$ cat config.mk
export PLATFORM = sky130hd
export DESIGN_NAME = multicycle_muldiv
export DESIGN_NICKNAME = d
export VERILOG_FILES = /design/src/rtl/multicycle_muldiv.sv
export SDC_FILE = /design/constraint.sdc
export NUM_CORES = 1
export LEC_CHECK = 0
export ABC_AREA = 1
export BUFFER_PORTS_ARGS = -buffer_cell sky130_fd_sc_hd__buf_2
export CAP_MARGIN = 0
export CORE_MARGIN = 2
export CORE_UTILIZATION = 40
export DETAILED_ROUTE_END_ITERATION = 10
export GPL_TIMING_DRIVEN = 0
export SLEW_MARGIN = 15
export SYNTH_ARGS = -nofsm -noshare
export SYNTH_HDL_FRONTEND = slang
export SYNTH_SLANG_ARGS = --single-unit
$ cat constraint.sdc
create_clock -name clk -period 6.75 [get_ports clk]
set_input_delay 1.6875 -clock clk [delete_from_list [all_inputs] [get_ports clk]]
set_output_delay 1.6875 -clock clk [all_outputs]
set_load 0.03 [all_outputs]
$ cat src/rtl/multicycle_muldiv.sv
// Iterative integer multiply/divide unit (signed/unsigned mul, signed/unsigned div).
// Latency: start accepted at edge T, ready_o pulses in cycle T+WIDTH+1 (T+1 on zero shortcut).
// Backpressure: none queued; start_i is ignored while busy_o or ready cycle, annul_i aborts.
//
// Ports:
//   clk, rst        clock, synchronous active-high reset
//   start_i, op_i   launch request; op 00 mul, 01 mulu, 10 div, 11 divu
//   a_i, b_i        multiplicand/dividend, multiplier/divisor (WIDTH bits)
//   annul_i         abort the operation in flight (pipeline flush)
//   busy_o          high while iterating (EX stall source)
//   ready_o         one-cycle result-valid pulse
//   hi_o, lo_o      product high/low half, or remainder/quotient
//   div_zero_o      last completed operation was a divide by zero
// Build option: define MULDIV_ZERO_SKIP_EN to finish zero-operand operations in one cycle.

module multicycle_muldiv #(
    parameter int WIDTH = 32
) (
    input  logic             clk,
    input  logic             rst,
    input  logic             start_i,
    input  logic [1:0]       op_i,
    input  logic [WIDTH-1:0] a_i,
    input  logic [WIDTH-1:0] b_i,
    input  logic             annul_i,
    output logic             busy_o,
    output logic             ready_o,
    output logic [WIDTH-1:0] hi_o,
    output logic [WIDTH-1:0] lo_o,
    output logic             div_zero_o
);

    localparam int CW = $clog2(WIDTH + 1);

    typedef enum logic [1:0] {IDLE, RUN, DONE} state_t;

    state_t             r_state;
    state_t             w_next;
    logic [1:0]         r_op;
    logic               r_sa;
    logic               r_sb;
    logic               r_bz;
    logic [WIDTH-1:0]   r_mag_a;
    logic [WIDTH-1:0]   r_mag_b;
    logic [WIDTH-1:0]   r_acc;
    logic [WIDTH-1:0]   r_mq;
    logic [CW-1:0]      r_cnt;
    logic [WIDTH-1:0]   r_hi;
    logic [WIDTH-1:0]   r_lo;
    logic               r_dz;

    logic               w_busy;
    logic               w_ready;
    logic               w_skip;
    logic               w_a_neg;
    logic               w_b_neg;
    logic [WIDTH-1:0]   w_a_mag;
    logic [WIDTH-1:0]   w_b_mag;
    logic [WIDTH:0]     w_mul_sum;
    logic [WIDTH:0]     w_div_sh;
    logic               w_div_ok;
    logic [WIDTH-1:0]   w_div_diff;
    logic [2*WIDTH-1:0] w_prod;
    logic [2*WIDTH-1:0] w_prod_s;
    logic [WIDTH-1:0]   w_quo;
    logic [WIDTH-1:0]   w_rem;
    logic [WIDTH-1:0]   w_a_orig;
    logic [WIDTH-1:0]   w_hi;
    logic [WIDTH-1:0]   w_lo;
    logic               w_dz;

    // Signed ops (op[0]=0) work on magnitudes; signs are re-applied at completion.
    assign w_a_neg = ~op_i[0] & a_i[WIDTH-1];
    assign w_b_neg = ~op_i[0] & b_i[WIDTH-1];
    assign w_a_mag = w_a_neg ? (~a_i + 1'b1) : a_i;
    assign w_b_mag = w_b_neg ? (~b_i + 1'b1) : b_i;

`ifdef MULDIV_ZERO_SKIP_EN
    assign w_skip = op_i[1] ? (b_i == '0) : ((a_i == '0) || (b_i == '0));
`else
    assign w_skip = 1'b0;
`endif

    // Multiply step: r_mq holds the remaining multiplier bits, r_acc the running high half.
    assign w_mul_sum  = {1'b0, r_acc} + (r_mq[0] ? {1'b0, r_mag_b} : '0);
    // Divide step: shift the next dividend bit into the partial remainder and trial-subtract.
    assign w_div_sh   = {r_acc, r_mq[WIDTH-1]};
    assign w_div_ok   = (w_div_sh >= {1'b0, r_mag_b});
    assign w_div_diff = w_div_sh[WIDTH-1:0] - r_mag_b;

    assign w_prod   = {r_acc, r_mq};
    assign w_prod_s = (r_sa ^ r_sb) ? (~w_prod + 1'b1) : w_prod;
    assign w_quo    = (r_sa ^ r_sb) ? (~r_mq + 1'b1) : r_mq;
    assign w_rem    = r_sa ? (~r_acc + 1'b1) : r_acc;
    assign w_a_orig = r_sa ? (~r_mag_a + 1'b1) : r_mag_a;

    // Final result from the iteration registers; divide-by-zero overrides the datapath.
    always_comb begin
        w_hi = '0;
        w_lo = '0;
        w_dz = 1'b0;
        if (r_op[1]) begin
            if (r_bz) begin
                w_hi = w_a_orig;
                w_lo = '1;
                w_dz = 1'b1;
            end else begin
                w_hi = w_rem;
                w_lo = w_quo;
            end
        end else begin
            {w_hi, w_lo} = w_prod_s;
        end
    end

    always_ff @(posedge clk) begin
        if (rst) begin
            r_state <= IDLE;
        end else begin
            r_state <= w_next;
        end
    end

    always_comb begin
        w_next  = r_state;
        w_busy  = 1'b0;
        w_ready = 1'b0;
        case (r_state)
            IDLE: begin
                if (start_i && !annul_i) begin
                    w_next = w_skip ? DONE : RUN;
                end
            end
            RUN: begin
                w_busy = 1'b1;
                if (annul_i) begin
                    w_next = IDLE;
                end else if (r_cnt == CW'(WIDTH - 1)) begin
                    w_next = DONE;
                end
            end
            DONE: begin
                // An annul arriving in the result cycle cancels the pulse and the commit.
                w_ready = !annul_i;
                w_next  = IDLE;
            end
            default: w_next = IDLE;
        endcase
    end

    always_ff @(posedge clk) begin
        if (rst) begin
            r_op    <= '0;
            r_sa    <= 1'b0;
            r_sb    <= 1'b0;
            r_bz    <= 1'b0;
            r_mag_a <= '0;
            r_mag_b <= '0;
            r_acc   <= '0;
            r_mq    <= '0;
            r_cnt   <= '0;
            r_hi    <= '0;
            r_lo    <= '0;
            r_dz    <= 1'b0;
        end else begin
            case (r_state)
                IDLE: begin
                    if (start_i && !annul_i) begin
                        r_op    <= op_i;
                        r_sa    <= w_a_neg;
                        r_sb    <= w_b_neg;
                        r_bz    <= (b_i == '0);
                        r_mag_a <= w_a_mag;
                        r_mag_b <= w_b_mag;
                        r_acc   <= '0;
                        // A skipped multiply must read back as a zero product.
                        r_mq    <= (w_skip && !op_i[1]) ? '0 : w_a_mag;
                        r_cnt   <= '0;
                    end
                end
                RUN: begin
                    if (!annul_i) begin
                        r_cnt <= r_cnt + 1'b1;
                        if (r_op[1]) begin
                            r_acc <= w_div_ok ? w_div_diff : w_div_sh[WIDTH-1:0];
                            r_mq  <= {r_mq[WIDTH-2:0], w_div_ok};
                        end else begin
                            r_acc <= w_mul_sum[WIDTH:1];
                            r_mq  <= {w_mul_sum[0], r_mq[WIDTH-1:1]};
                        end
                    end
                end
                DONE: begin
                    if (!annul_i) begin
                        r_hi <= w_hi;
                        r_lo <= w_lo;
                        r_dz <= w_dz;
                    end
                end
                default: ;
            endcase
        end
    end

    // Results are visible in the ready cycle itself, then held from the registers.
    assign busy_o     = w_busy;
    assign ready_o    = w_ready;
    assign hi_o       = w_ready ? w_hi : r_hi;
    assign lo_o       = w_ready ? w_lo : r_lo;
    assign div_zero_o = w_ready ? w_dz : r_dz;

endmodule
==> flow_summary.toml <==
[status]
status = "complete, no violations"

[power]
switching_share_pct = 37.3
powerDensity_mw_per_mm2 = 176
pwr-share-clk_pct = 37.8
pwr-share-seq_pct = 34.2
internal_power_mw = 2.42
leakage_nw = 11.6
p_comb_share_pct = 28.0
vdd_drop_max_mv = 0.151
power.switching_mw = 1.44

[worst_hold_path]
min_path_cells = 2
hold_end = "r_dz"
min-delay-start = "r_dz"
hold_path_class = "reg2reg"

[floorplan]
fp.dieArea_mm2 = 0.0508
io_pins = 137
design.core.area_mm2 = 0.0486
die_y_um = 225
row_count = 81
start_util_pct = 40.3
die_w_um = 225

[yosys]
synth.area.top_cells = "dfxtp_1, nand2_1, inv_1"
synth_top_area_share_pct = 20.9
avgSynthCellArea_um2 = 5.61
ys_types = 59
yosysSeqAreaShare_pct = 20.9
ys.flop_type = "dfxtp_1"
synth_edf_count = 0
yosys_warnings = 0
syn-cell-area_mm2 = 0.0196
syn_inst = 3494
ys_ff_latch = 205
syn_nets = 3636
post-synth-top-area-cell = "dfxtp_1"
synthArstFlopShare_pct = 0

[clock_tree]
clk_latency_ns = 0.57
ctsResizeCount = 0
cts-hold-fix-buffers = 0
root_buffer = "clkbuf_16"
cts-htree-levels = 1
cts_buffers = 25
cts_tree = "yes"
cts.path.max_buffers = 3
clk_pin_slew_ns = 0.06
post-cts-setup-buffers = 0
cts.sinks = 205

[worst_setup_path]
start_kind = "primary input"
crit_path_max_fanout = 10
r2r_slack_ns = 3.04
r2r_end = "r_hi[8]"
crit_type = "in2out"
cp-end-kind = "primary output"
r2r_cells = 12
r2r_start = "r_acc[1]"
arrival_ns = 4.71
cp_data_required_time_ns = 5.06

[run]
maxCapViolCount = 0

[final_layout]
seqCellArea_mm2 = 0.00410
fin_cells = 4298
layout.nets = 3798
multi_input_area_mm2 = 0.0129
drive_gt1_share_pct = 8.79
syn2layout_area_growth_pct = 11.9
layout_commonest_cell = "nand2_1"
mostFrequentLayoutCells = "nand2_1, inv_1, nor2_1"
num-fill-cells = 5644

[sta]
worstMarginPinSlew_ns = 1.12
period_minus_slack_ns = 6.40
fin_crit_sh_pct = 94.8
finalHoldViolCount = 0
setup_viol = 0
final_max_slew_viol_count = 0
fin_tns_setup_ns = 0
relSlewSlack_pct = 25.2
finalClockSkew_ns = 0.0310
rsz0062_at_grt = "false"
clock.fmax_mhz = 156

[placed_design]
placed_cells = 4251
gp_congestion = 1.05
dp_hpwl_um = 79800
io_buffers = 135

[drt]
drt-initial-drc-count = 2986
dr.pass1.iters = 7
drcViolationCount = 0
via_count = 24100
post_drt_wl_per_cell_um = 22.9
vias_per_cell = 5.60
drt-total-wl_um = 98300
final_antenna_net_count = 0

[grt]
antenna_found_initial = 5
grt_usage_pct = 38.0
first_global_vias = 21200
gr-total-overflow = 0
grt_max_degree = 14
grt_first_pass_wirelength_um = 142000
## kinds of logic after synthesis
logic type / synth area share, %
xor gates and xnor gates: 4.07
buffers and inverters: 13.2
adders and majority gates: 4.67
and+or+nand+nor: 41.1
DFF: 20.9
AOI/OAI and AO/OA: 16.0
## synth_stat cells, types with 14 or more instances
cell type,instances
nand2_1,1001
o21bai_1,14
nand3_1,302
or2_2,42
o21ai_1,29
xor2_1,78
ha_1,70
nand4_1,38
buf_1,16
clkbuf_1,77
a22oi_1,24
nor2_1,384
o211ai_1,15
nor3_1,40
nor2_2,21
dfxtp_1,205
o22ai_1,21
inv_2,16
inv_1,519
a21oi_1,244
buf_2,28
o21ai_0,184
## flip-flops by register name, indices dropped and copies added, names as in the netlist, 2 cells and up
signal,cells
r_acc,32
r_hi,32
r_lo,32
r_mag_a,32
r_mag_b,32
r_mq,32
r_cnt,6
r_state,2
## metal layers
metal  global-route usage, %  routed length [µm]  vias to the layer above
li1                        -                   -                    11500
met1                    55.1               43500                    11100
met2                    55.4               39300                     1336
met3                    8.67               12100                      199
met4                    11.1                3470                        4
met5                       0                  32                        -
## worst max path at each step
stage,from,end,slack [ns],depth (start not counted)
detailed placement,annul_i,lo_o[30],0.48,9
finish,annul_i,lo_o[30],0.35,9
global placement,annul_i,lo_o[30],0.50,9
global route,annul_i,lo_o[30],0.40,9
floorplan,annul_i,lo_o[10],1.93,5
CTS,annul_i,lo_o[30],0.48,9
## per-stage QoR
step	hold slack [ns]	utilization (%)	worst slack [ns]	total power [mW]	area [µm²]
after floorplan	0.444	-	1.93	2.00	19600
after global placement	0.468	43.3	0.496	2.38	21000
after detailed placement	0.464	43.3	0.484	2.38	21000
after CTS	0.478	45.1	0.479	3.83	21900
after global routing	0.502	45.1	0.399	4.00	21900
final	0.483	45.1	0.354	3.85	21900
## power by group through the flow
stage / Clock [mW] / Combinational (mW) / Sequential (mW)
2_1_floorplan: 0 / 0.695 / 1.30
3_3_place_gp: 0 / 1.05 / 1.34
3_5_place_dp: 0 / 1.04 / 1.34
4_1_cts: 1.47 / 1.04 / 1.31
5_1_grt: 1.51 / 1.17 / 1.32
6_report: 1.45 / 1.08 / 1.32
## critical path: stages
cell and delay, ns:
buf_2 0.15, nor3_1 0.69, nand2_1 0.34, inv_1 0.29, buf_1 0.66, o211ai_1 0.44
o21ai_1 0.22, inv_1 0.05, buf_2 0.17
## area by class of cell
type,instances,share of cell area [%]
inverters,538,9.21
clock buffers,35,3.30
well taps,622,3.55
plain buffers,128,2.59
multi-input cells,2623,58.8
repair buffers,135,3.08
clock inverters,11,0.736
flip-flops and latches,205,18.7
diodes,1,0.0114
(Power assumes the default switching activity.)
